## config.mk

```make
export PLATFORM = sky130hd
export DESIGN_NAME = regfile_wb_arbiter
export DESIGN_NICKNAME = d
export VERILOG_FILES = /design/src/rtl/rv32i_pkg.sv /design/src/rtl/regfile_wb_arbiter_rr.sv /design/src/rtl/regfile_wb_arbiter.sv
export SDC_FILE = /design/constraint.sdc
export NUM_CORES = 1
export LEC_CHECK = 0
export CAP_MARGIN = 20
export CORE_AREA = 3 3 99 101
export DETAILED_ROUTE_END_ITERATION = 8
export DIE_AREA = 0 0 102 104
export GPL_ROUTABILITY_DRIVEN = 0
export HOLD_SLACK_MARGIN = 0.05
export PLACE_DENSITY = 0.82
export SKIP_CTS_REPAIR_TIMING = 1
export SLEW_MARGIN = 20
export SYNTH_ARGS = -nofsm -noshare
export SYNTH_HDL_FRONTEND = slang
export SYNTH_SLANG_ARGS = --single-unit
```

## constraint.sdc

```tcl
create_clock -name clk -period 6.7 [get_ports clk]
set_input_delay 2.01 -clock clk [delete_from_list [all_inputs] [get_ports clk]]
set_output_delay 2.01 -clock clk [all_outputs]
set_load 0.01 [all_outputs]
```

## src/rtl/rv32i_pkg.sv

```systemverilog
// rv32i_pkg: definitions shared by the rv32i register-file writeback logic.
//   XLEN     : architectural data width
//   AW       : register address width (32 registers)
//   REG_ZERO : address of the hard-wired zero register x0
//   wb_req_t : one writeback request (destination register + data)
package rv32i_pkg;

   localparam int XLEN = 32;
   localparam int AW   = 5;

   localparam logic [AW-1:0] REG_ZERO = 5'd0;

   typedef struct packed {
      logic [AW-1:0]   rd;
      logic [XLEN-1:0] data;
   } wb_req_t;

endpackage

```

## src/rtl/regfile_wb_arbiter_rr.sv

```systemverilog
// rr_arbiter_onehot: combinational round-robin arbiter.
// The search starts at ptr and wraps modulo NREQ; the first asserted request
// wins. The pointer register is owned by the parent.
//   req     [NREQ-1:0] in  : request vector
//   ptr     [2:0]      in  : requester that has top priority this cycle
//   en                 in  : when low no grant is issued
//   gnt     [NREQ-1:0] out : one-hot (or zero) grant
//   gnt_idx [2:0]      out : binary index of the granted requester
module rr_arbiter_onehot #(
   parameter int NREQ = 3
) (
   input  logic [NREQ-1:0] req,
   input  logic [2:0]      ptr,
   input  logic            en,
   output logic [NREQ-1:0] gnt,
   output logic [2:0]      gnt_idx
);

   always_comb begin
      int  idx;
      logic found;
      gnt     = '0;
      gnt_idx = '0;
      found   = 1'b0;
      idx     = 0;
      for (int k = 0; k < NREQ; k++) begin
         idx = (int'(ptr) + k) % NREQ;
         if (en && !found && req[idx]) begin
            found    = 1'b1;
            gnt[idx] = 1'b1;
            gnt_idx  = 3'(idx);
         end
      end
   end

endmodule

```

## src/rtl/regfile_wb_arbiter.sv

```systemverilog
// regfile_wb_arbiter: shares the single write port of the rv32i register file
// between NREQ writeback requesters using round-robin arbitration with a
// valid/ready handshake. The accepted request is registered into an output
// stage that drives the register file write port directly (one cycle latency,
// one write per cycle).
//
// Ports:
//   clk, rst                  : clock, synchronous active-low reset
//   hold                      : pipeline freeze, no grants while high
//   req_valid/req_ready [NREQ]: per-requester handshake (ready one-hot or zero)
//   req_rd   [NREQ*AW]        : destination of requester i at [i*AW +: AW]
//   req_data [NREQ*XLEN]      : data of requester i at [i*XLEN +: XLEN]
//   rf_en, rf_rd_addr, rf_data: register file write port
//   grant_id [3]              : requester that produced the current rf_* beat
//
// Optional feature, macro REGFILE_WB_BYPASS_EN: adds rs1_addr/rs2_addr inputs
// and byp_a_hit/byp_b_hit/byp_data outputs so decode can forward the value
// being written this cycle.
module regfile_wb_arbiter
   import rv32i_pkg::*;
#(
   parameter int NREQ = 3,
   parameter int XLEN = rv32i_pkg::XLEN,
   parameter int AW   = rv32i_pkg::AW
) (
   input  logic                 clk,
   input  logic                 rst,
   input  logic                 hold,
   input  logic [NREQ-1:0]      req_valid,
   output logic [NREQ-1:0]      req_ready,
   input  logic [NREQ*AW-1:0]   req_rd,
   input  logic [NREQ*XLEN-1:0] req_data,
   output logic                 rf_en,
   output logic [AW-1:0]        rf_rd_addr,
   output logic [XLEN-1:0]      rf_data,
   output logic [2:0]           grant_id
`ifdef REGFILE_WB_BYPASS_EN
   ,
   input  logic [AW-1:0]        rs1_addr,
   input  logic [AW-1:0]        rs2_addr,
   output logic                 byp_a_hit,
   output logic                 byp_b_hit,
   output logic [XLEN-1:0]      byp_data
`endif
);

   logic [2:0]      rr_ptr_q, rr_ptr_d;
   logic            rf_en_q, rf_en_d;
   logic [AW-1:0]   rf_addr_q, rf_addr_d;
   logic [XLEN-1:0] rf_data_q, rf_data_d;
   logic [2:0]      grant_q, grant_d;

   logic [NREQ-1:0] gnt;
   logic [2:0]      gnt_idx;
   logic            arb_en;
   logic            xfer;
   logic [AW-1:0]   rd_sel;
   logic [XLEN-1:0] data_sel;

   // Ready must drop during reset as well as during hold.
   assign arb_en = rst && !hold;

   rr_arbiter_onehot #(.NREQ(NREQ)) u_arb (
      .req     (req_valid),
      .ptr     (rr_ptr_q),
      .en      (arb_en),
      .gnt     (gnt),
      .gnt_idx (gnt_idx)
   );

   assign req_ready = gnt;
   assign xfer      = |gnt;

   always_comb begin
      rd_sel   = '0;
      data_sel = '0;
      for (int i = 0; i < NREQ; i++) begin
         if (gnt[i]) begin
            rd_sel   = req_rd[i*AW +: AW];
            data_sel = req_data[i*XLEN +: XLEN];
         end
      end
   end

   always_comb begin
      rr_ptr_d  = rr_ptr_q;
      rf_addr_d = rf_addr_q;
      rf_data_d = rf_data_q;
      grant_d   = grant_q;
      // x0 requests still load address/data but never assert the write enable.
      rf_en_d   = xfer && (rd_sel != AW'(REG_ZERO));
      if (xfer) begin
         rr_ptr_d  = 3'((int'(gnt_idx) + 1) % NREQ);
         rf_addr_d = rd_sel;
         rf_data_d = data_sel;
         grant_d   = gnt_idx;
      end
   end

   always_ff @(posedge clk) begin
      if (!rst) begin
         rr_ptr_q  <= '0;
         rf_en_q   <= 1'b0;
         rf_addr_q <= '0;
         rf_data_q <= '0;
         grant_q   <= '0;
      end else begin
         rr_ptr_q  <= rr_ptr_d;
         rf_en_q   <= rf_en_d;
         rf_addr_q <= rf_addr_d;
         rf_data_q <= rf_data_d;
         grant_q   <= grant_d;
      end
   end

   assign rf_en      = rf_en_q;
   assign rf_rd_addr = rf_addr_q;
   assign rf_data    = rf_data_q;
   assign grant_id   = grant_q;

`ifdef REGFILE_WB_BYPASS_EN
   assign byp_a_hit = rf_en_q && (rf_addr_q == rs1_addr) && (rs1_addr != AW'(REG_ZERO));
   assign byp_b_hit = rf_en_q && (rf_addr_q == rs2_addr) && (rs2_addr != AW'(REG_ZERO));
   assign byp_data  = rf_data_q;
`else
   // Forwarding disabled: no comparators are built.
`endif

endmodule
```

==> results of run 1 <==
worst max-delay path, stage by stage:
cell and delay [ns]:
clkdlybuf4s50_1 0.53, nand2b_1 0.19, a221oi_1 0.11, a2bb2oi_2 0.21, a31oi_2 0.23, o211ai_1 0.17
nand3b_1 0.26, o211ai_2 0.20, clkdlybuf4s50_1 0.64
power by group through the flow:
stage	clock network [mW]	logic (mW)	registers, mW
3_3_place_gp	0	0.981	0.384
2_1_floorplan	0	0.619	0.415
5_1_grt	0.179	1.09	0.393
4_1_cts	0.168	1.01	0.384
6_report	0.163	1.01	0.384
3_5_place_dp	0	1.00	0.388
synth_stat cells, types with 2 or more instances:
cell type  instances
buf_2             11
o2bb2ai_1          2
buf_1              2
nand3b_1           2
and3_1             7
o32ai_1            2
or3_1              5
inv_1             33
a21boi_1          15
mux2i_1            7
o22a_1             2
nor3b_1            2
buf_4              6
o22ai_1            2
a31oi_1            4
inv_2              2
clkbuf_1           9
nor2b_1            5
o311ai_4           2
and2_1             4
a21oi_1           12
ha_1              25
nand3_1           14
a211oi_1           3
a221oi_1           2
nor3_1             3
o211a_1            3
a22o_1            17
a21o_1             3
a2111oi_0          2
o41ai_1            3
dfxtp_1           44
buf_6              2
o21ai_1            9
nor2_1            21
a222oi_1          37
nand2b_1           4
nand2_1           42
a31oi_2            2
o21ai_0           10
o211ai_1           3
xnor2_1            7
o211ai_2           2
o31ai_1            2
final timing paths:
path | slack (ns) | from | endpoint | cells after the start
max | 0.15 | req_valid[1] | req_ready[1] | 9
min | 0.45 | rf_rd_addr[3]$_SDFFE_PN0P_ | rf_rd_addr[3]$_SDFFE_PN0P_ | 2
max reg2reg | 0.49 | rr_ptr_q[0]$_SDFFE_PN0P_ | rr_ptr_q[1]$_SDFFE_PN0P_ | 31
min reg2reg | 0.45 | rf_rd_addr[3]$_SDFFE_PN0P_ | rf_rd_addr[3]$_SDFFE_PN0P_ | 2
area by class of cell:
class,count,area share (%)
timing repair buffer,172,31.5
sequential,44,16.4
clock buffer,5,1.28
multi-input combinational,316,45.4
tap,111,2.58
clock inverter,2,0.233
inverter,36,2.51
sequential cells by signal, summed over array words and instances, names as in the netlist:
name	count
rf_data	32
rf_en	1
rr_ptr_q	3
rf_rd_addr	5
grant_id	3
metrics by stage:
| stage | cell area (sq um) | utilization [%] | setup slack [ns] | total power [mW] |
|---|---|---|---|---|
| final | 5380 | 59.0 | 0.153 | 1.56 |
| after global placement | 5280 | 58.0 | 0.202 | 1.37 |
| after CTS | 5360 | 58.9 | 0.0786 | 1.56 |
| after global routing | 5380 | 59.0 | 0.0468 | 1.66 |
| after detailed placement | 5280 | 58.0 | 0.0635 | 1.39 |
| after floorplan | 3610 | - | 0.908 | 1.03 |
layout by cell type, fill, tap and decap left out, drive strengths merged, types with 5 or more instances in the layout:
cell type and instances:
a21oi 13, nand2 42, clkdlybuf4s50 158, nor2b 5, a21boi 16, clkbuf 5
a22o 17, nor2 21, and3 7, mux2i 7, inv 35, xnor2 7
ha 25, buf 12, o21ai 19, dfxtp 44, or3 5, a222oi 37
a31oi 6, nand3 14, o211ai 5
kinds of logic (layout without fill, tap and decap cells):
family	count (synthesis)	after routing	synth area share [%]
AOI/OAI and AO/OA	156	156	37.3
and+or+nand+nor	116	116	16.3
buffers and inverters	66	215	8.29
DFF	44	44	24.4
adders and majority gates	25	25	8.67
xor gates and xnor gates	9	9	2.71
muxes	8	8	2.26
other	1	2	0.104
per-layer routing:
metal | wire (microns) | vias up
met5 | 0 | -
met4 | 229 | 0
met3 | 1100 | 25
met2 | 6440 | 213
met1 | 4770 | 1947
li1 | - | 1934
==> metrics.yaml, run 1 <==
cells_and_area:
  nNetsFinal: 717
  diodes: 0
  seqCellArea_sq_um: 883
  drive_gt1_share_pct: 7.30
  area_growth_pct: 49.1
  multi_input_area_sq_um: 2440
  layoutNonFillerInstCount: 686
  fill_cells: 798
clock_tree:
  clk_latency_ns: 0.30
  cts.clk_slew.worst_paths_ns: 0.07
  cts_max_path_buffers: 2
  cts_tree: "yes"
  cts_max_level: 2
  root_buffer: "clkbuf_8"
  cts_buffers: 5
  numClockSinks: 44
synth:
  synth_seq_cells: 44
  synthTopCellsByArea: "dfxtp_1, a222oi_1, ha_1, nand2_1, a22o_1"
  ys_seq_area_share_pct: 24.4
  yosysTopAreaCell: "dfxtp_1"
  ys.flop_type: "dfxtp_1"
  yosysTopAreaCellShare_pct: 24.4
  yosysWarnings: 0
  avgSynthCellArea_sq_um: 8.48
  ys_types: 73
  ys_async_sr_fraction_pct: 0
  netlist_instances: 425
  synth.cell_area_sq_um: 3610
  synth_edf_count: 0
sta:
  slew_headroom_pct: 66.6
  setup_violations: 0
  tightest_slew_ns: 0.501
  period_minus_slack_ns: 6.55
  drv_slew: 0
  max_freq_mhz: 153
  rsz0062_at_grt: "no"
  fin_tns_setup_ns: 0
  post-route-period-util_pct: 97.7
  hold_viol: 0
  whs_ns: 0.448
  finClkSkew_ns: 0.0127
floorplan:
  dieWidth_microns: 102
  start_util_pct: 39.6
  core-area_sq_um: 9110
  rows: 35
  fp.dieH_microns: 104
  io_pins: 161
  die_area_sq_um: 10600
power_and_ir_drop:
  pwr-share-comb_pct: 64.9
  p_leak_nw: 2.25
  sw_frac_of_total_pct: 43.1
  max-vdd-ir-drop_mv: 0.146
  p_switching_mw: 0.671
  clockPowerShare_pct: 10.5
  power_density_nw_per_um2: 290
  power.internal_mw: 0.887
  seqPwrFrac_pct: 24.6
global_route:
  grt_overflow: 0
  gr-usage-met1_pct: 27.0
  top_usage_layer: "met2"
  met2_usage_pct: 40.3
  antenna_found_initial: 0
  grt_pass1_vias: 4085
  grt_pass1_wl_microns: 19700
  track_usage_pct: 22.7
  grt_max_degree: 40
  grt_use_met3_pct: 5.63
hold_path:
  hold_path.class: "reg2reg"
critical_path:
  crit_type: "in2out"
  cp-end-kind: "primary output"
  crit_fanout: 6
  worst_ep_required_time_ns: 4.69
  arrival_ns: 4.54
  startpoint_type: "primary input"
outcome:
  violations: "design-rule violations"
  outcome: "finished, violations left"
detailed_routing:
  drc: 1
  vias: 4119
  totalWireLength_microns: 12500
  drtIter0Drc: 395
  drtPass1Iterations: 9
  wl_per_cell_microns: 18.3
  detail-route-antenna-nets: 0
  vias_per_cell: 6.00
placement:
  port_buffers: 160
  dp.cells: 679
  detailed_place_hpwl_microns: 9700
run:
  maxCapViolCount: 0
Note: power is estimated with default switching activity, not from simulation.
==> run 2: changes to the inputs <==
Settings changed: HOLD_SLACK_MARGIN 0.05 to 0.1.
==> results of run 2 <==
Same layout as run 1: the final DEF is identical, and so are final timing and power.
==> RTL edit 1, RTL diff (config.mk and constraints of run 2) <==
`rf_addr_q` and `rf_data_q` no longer have a reset.
--- a/src/rtl/regfile_wb_arbiter.sv
+++ b/src/rtl/regfile_wb_arbiter.sv
@@ -102,14 +102,15 @@
          rr_ptr_q  <= '0;
          rf_en_q   <= 1'b0;
-         rf_addr_q <= '0;
-         rf_data_q <= '0;
          grant_q   <= '0;
       end else begin
          rr_ptr_q  <= rr_ptr_d;
          rf_en_q   <= rf_en_d;
-         rf_addr_q <= rf_addr_d;
-         rf_data_q <= rf_data_d;
          grant_q   <= grant_d;
       end
+   end
+
+   always_ff @(posedge clk) begin
+      rf_addr_q <= rf_addr_d;
+      rf_data_q <= rf_data_d;
    end
 
Formal check against the unedited RTL: differs if rst is asserted again (counterexample within 4 cycles, from zero or initial values and one cycle with rst low); with rst held inactive, the same outputs for 4 cycles.
==> RTL edit 1 against run 2 <==
Combinational power is 6% lower; sequential cell count unchanged; total power grew 1.6%; worst setup slack improved by 9.0 ps; routed wire length grew 2.2%; synthesized cell count down 2.1%; cell area grew 4.5%; synthesized area rose by 0.49%; highest routed layer unchanged.
==> RTL edit 1: results (changes against run 2) <==
status finished, final reports clean; Cell variety after synth 75 (+2.7%); Max Freq 0.153 GHz (+0.14%); Met3 Wirelength 944 microns (-14%); hold_ws 466 ps (+17.5 ps); Worst Hold Launch grant_id[1]$_SDFFE_PN0P_; Area after DPL 0.00547 sq mm (+3.5%); Slowest Stage Delay on Critical Path 540 ps (-100 ps); clk tree area frac 0.0151 (about the same); mux contribution to synthesized area 0.0114 (-0.0112); Peak VDD IR 0.000133 V (-8.8%); Repair and plain buffers 188 (+9.3%); GRT Resource Usage Total 0.230 (+0.00260); clk_skew 7.40 ps (-5.26 ps); critical path startpoint rr_ptr_q[1]$_SDFFE_PN0P_; worst slew pin tran 617 ps (+116 ps); worst hold path cell count 1 (-1); Post-synth EDFFs 37 (+37); invs w/o clock 20 (-44%); #MultiIn Comb 334 (+5.7%); Synth area leaders edfxtp_1, nand2_1, ha_1, a22oi_1, dfxtp_1; Pwr Total 1.58 mW (+1.6%); DRT Pass-1 Iters 5 (-4); share of cells above drive strength 1 0.101 (+0.0280); # clk buffers 6 (+1); top_reg_cell synth edfxtp_1; cell family with most CP delay simple AND/OR/NAND/NOR gates; static leakage 2.28 nW (+1.2%); Synth Area in Compound Gates 0.247 (-0.126); reg2reg setup slack 330 ps (-160 ps); worst-path fanout max 7 (+1); multi-input combinational cell area 0.00226 sq mm (-7.5%); Place WS 25.9 ps (-37.6 ps); initial drt markers 290 (-27%); wire length on met1 4940 microns (+3.5%); detail-routed via count per cell 5.71 (-4.9%)
RTL edit 1: changes by cell type after synthesis, moves of 7 or more:
| cell | delta |
|---|---|
| nand2_1 | +52 |
| a222oi_1 | -37 |
| dfxtp_1 | -37 |
| edfxtp_1 | +37 |
| a22oi_1 | +36 |
| a22o_1 | -16 |
| a21boi_1 | -15 |
| inv_1 | -15 |
| nor2_1 | -8 |
| o21ai_1 | -7 |
RTL edit 1: power by group:
group,total [mW],leakage (nW),internal (mW),switching [mW]
logic,0.947,1.83,0.459,0.488
clock network,0.165,0.0412,0.0730,0.0918
registers,0.471,0.409,0.441,0.0293
total,1.58,2.28,0.974,0.609
RTL edit 1: cells by family (layout without fill, tap and decap cells):
logic type                 Yosys count  count (layout)
xor gates and xnor gates            12              12
other                                1               2
and+or+nand+nor                    174             174
adders and majority gates           25              25
muxes                                4               4
buffers and inverters               39             216
AOI/OAI and AO/OA                  117             117
DFF                                 44              44
==> RTL edit 2, RTL diff (flow settings as in run 2) <==
Without the edit above. The package constant `REG_ZERO` goes from 5'd0 to 5'd1.
--- a/src/rtl/rv32i_pkg.sv
+++ b/src/rtl/rv32i_pkg.sv
@@ -9,5 +9,5 @@
    localparam int AW   = 5;
 
-   localparam logic [AW-1:0] REG_ZERO = 5'd0;
+   localparam logic [AW-1:0] REG_ZERO = 5'd1;
 
    typedef struct packed {
Formal check against the unedited RTL: not equivalent (Yosys sat finds a counterexample within 4 cycles, from zero or initial values and one cycle with rst low).
==> RTL edit 2 against run 2 <==
Total power rose by 25%; synthesized area rose by 1.4%; via count rose by 3.0%; clock power rose by 31%; worst setup slack got worse by 43 ps; utilization rose by 3.6 points; routed wire length rose by 3.9%; die area did not move; sequential cell count did not move; cell area rose by 6.2%; largest cell class unchanged.
==> RTL edit 2: results (changes against run 2) <==
DRT Pass-1 Iters 6 (-3); Global Route met3 Usage 0.0476 (-0.00872); top post-synthesis cells by count nand2_1, dfxtp_1, a22oi_1; Int Power 1.09 mW (+23%); Synth area leaders dfxtp_1, ha_1, nand2_1, a22oi_1, a31oi_1; vias 4241 (+3.0%); initial drt markers 332 (-16%); first-pass GRT wire length 20100 microns (+1.8%); async set-reset flop share out of synthesis 0 (unchanged); share of cells above drive strength 1 0.142 (+0.0694); Peak VDD IR 0.000145 V (-1.0%); Place WS -75.7 ps (-139 ps); GRT Resource Usage Total 0.235 (+0.00762); Clock power frac 0.110 (+0.005); clk_skew 9.39 ps (-3.27 ps); Worst EP arrival 4580 ps (+40 ps); static leakage 2.24 nW (-0.45%); Cell variety after synth 77 (+5.5%); met2 wire length 6510 microns (+1.1%); status finished, final reports clean; Final nets 760 (+6.0%); wire length on met1 5280 microns (+11%); met2 usage 0.403 (+0.000929); Seq/Total Area, Yosys 0.241 (-0.00326); met1 Use GR 0.292 (+0.0222); largest net degree at the start of global routing 39 (-2.5%); dpl hpwl 10300 microns (+5.7%)
[RTL edit 2: cell types whose count changed after synthesis, moves of 6 or more]
cell | before | now
nand2_1 | 42 | 74
inv_1 | 33 | 20
a21boi_1 | 15 | 0
a222oi_1 | 37 | 7
a22o_1 | 17 | 4
nand3_1 | 14 | 7
a31oi_1 | 4 | 28
o21ai_1 | 9 | 1
a21o_1 | 3 | 9
a22oi_1 | 0 | 29
[RTL edit 2: layout make-up]
cell class	instances	area, sq um
fill	774	3400
multi-input combinational	354	2650
timing repair buffer	190	1840
sequential	44	887
tap	111	139
inverter	22	82.6
clock buffer	5	68.8
clock inverter	3	46.3
[RTL edit 2: through the flow]
stage          hold WS, ps  TNS (ps)  std cells  cell area, sq um   util
6_report               453         0        729              5710  0.627
5_1_grt                476     -24.4        729              5710  0.627
4_1_cts                456      -135        725              5590  0.614
3_5_place_dp           444     -77.6        717              5480  0.602
3_3_place_gp           434         0        717              5480  0.602
2_1_floorplan          467         0        447              3680      -
[RTL edit 2: path summary, 6_finish.rpt]
| kind | from | end | slack [ps] | depth (start not counted) |
|---|---|---|---|---|
| max | req_valid[2] | req_ready[2] | 110 | 9 |
| min reg2reg | grant_id[0]$_SDFFE_PN0P_ | grant_id[0]$_SDFFE_PN0P_ | 450 | 2 |
| max reg2reg | rr_ptr_q[0]$_SDFFE_PN0P_ | rr_ptr_q[0]$_SDFFE_PN0P_ | 270 | 31 |
| min | grant_id[0]$_SDFFE_PN0P_ | grant_id[0]$_SDFFE_PN0P_ | 450 | 2 |
[RTL edit 2: logic make-up after synthesis]
logic type	count (synthesis)	share of synthesized area
compound gates	152	0.317
xor+xnor	12	0.0380
fa+ha+maj	26	0.0890
buf+inv	49	0.0589
flops	44	0.241
mux	16	0.0479
other cells	1	0.00103
simple gates	146	0.207
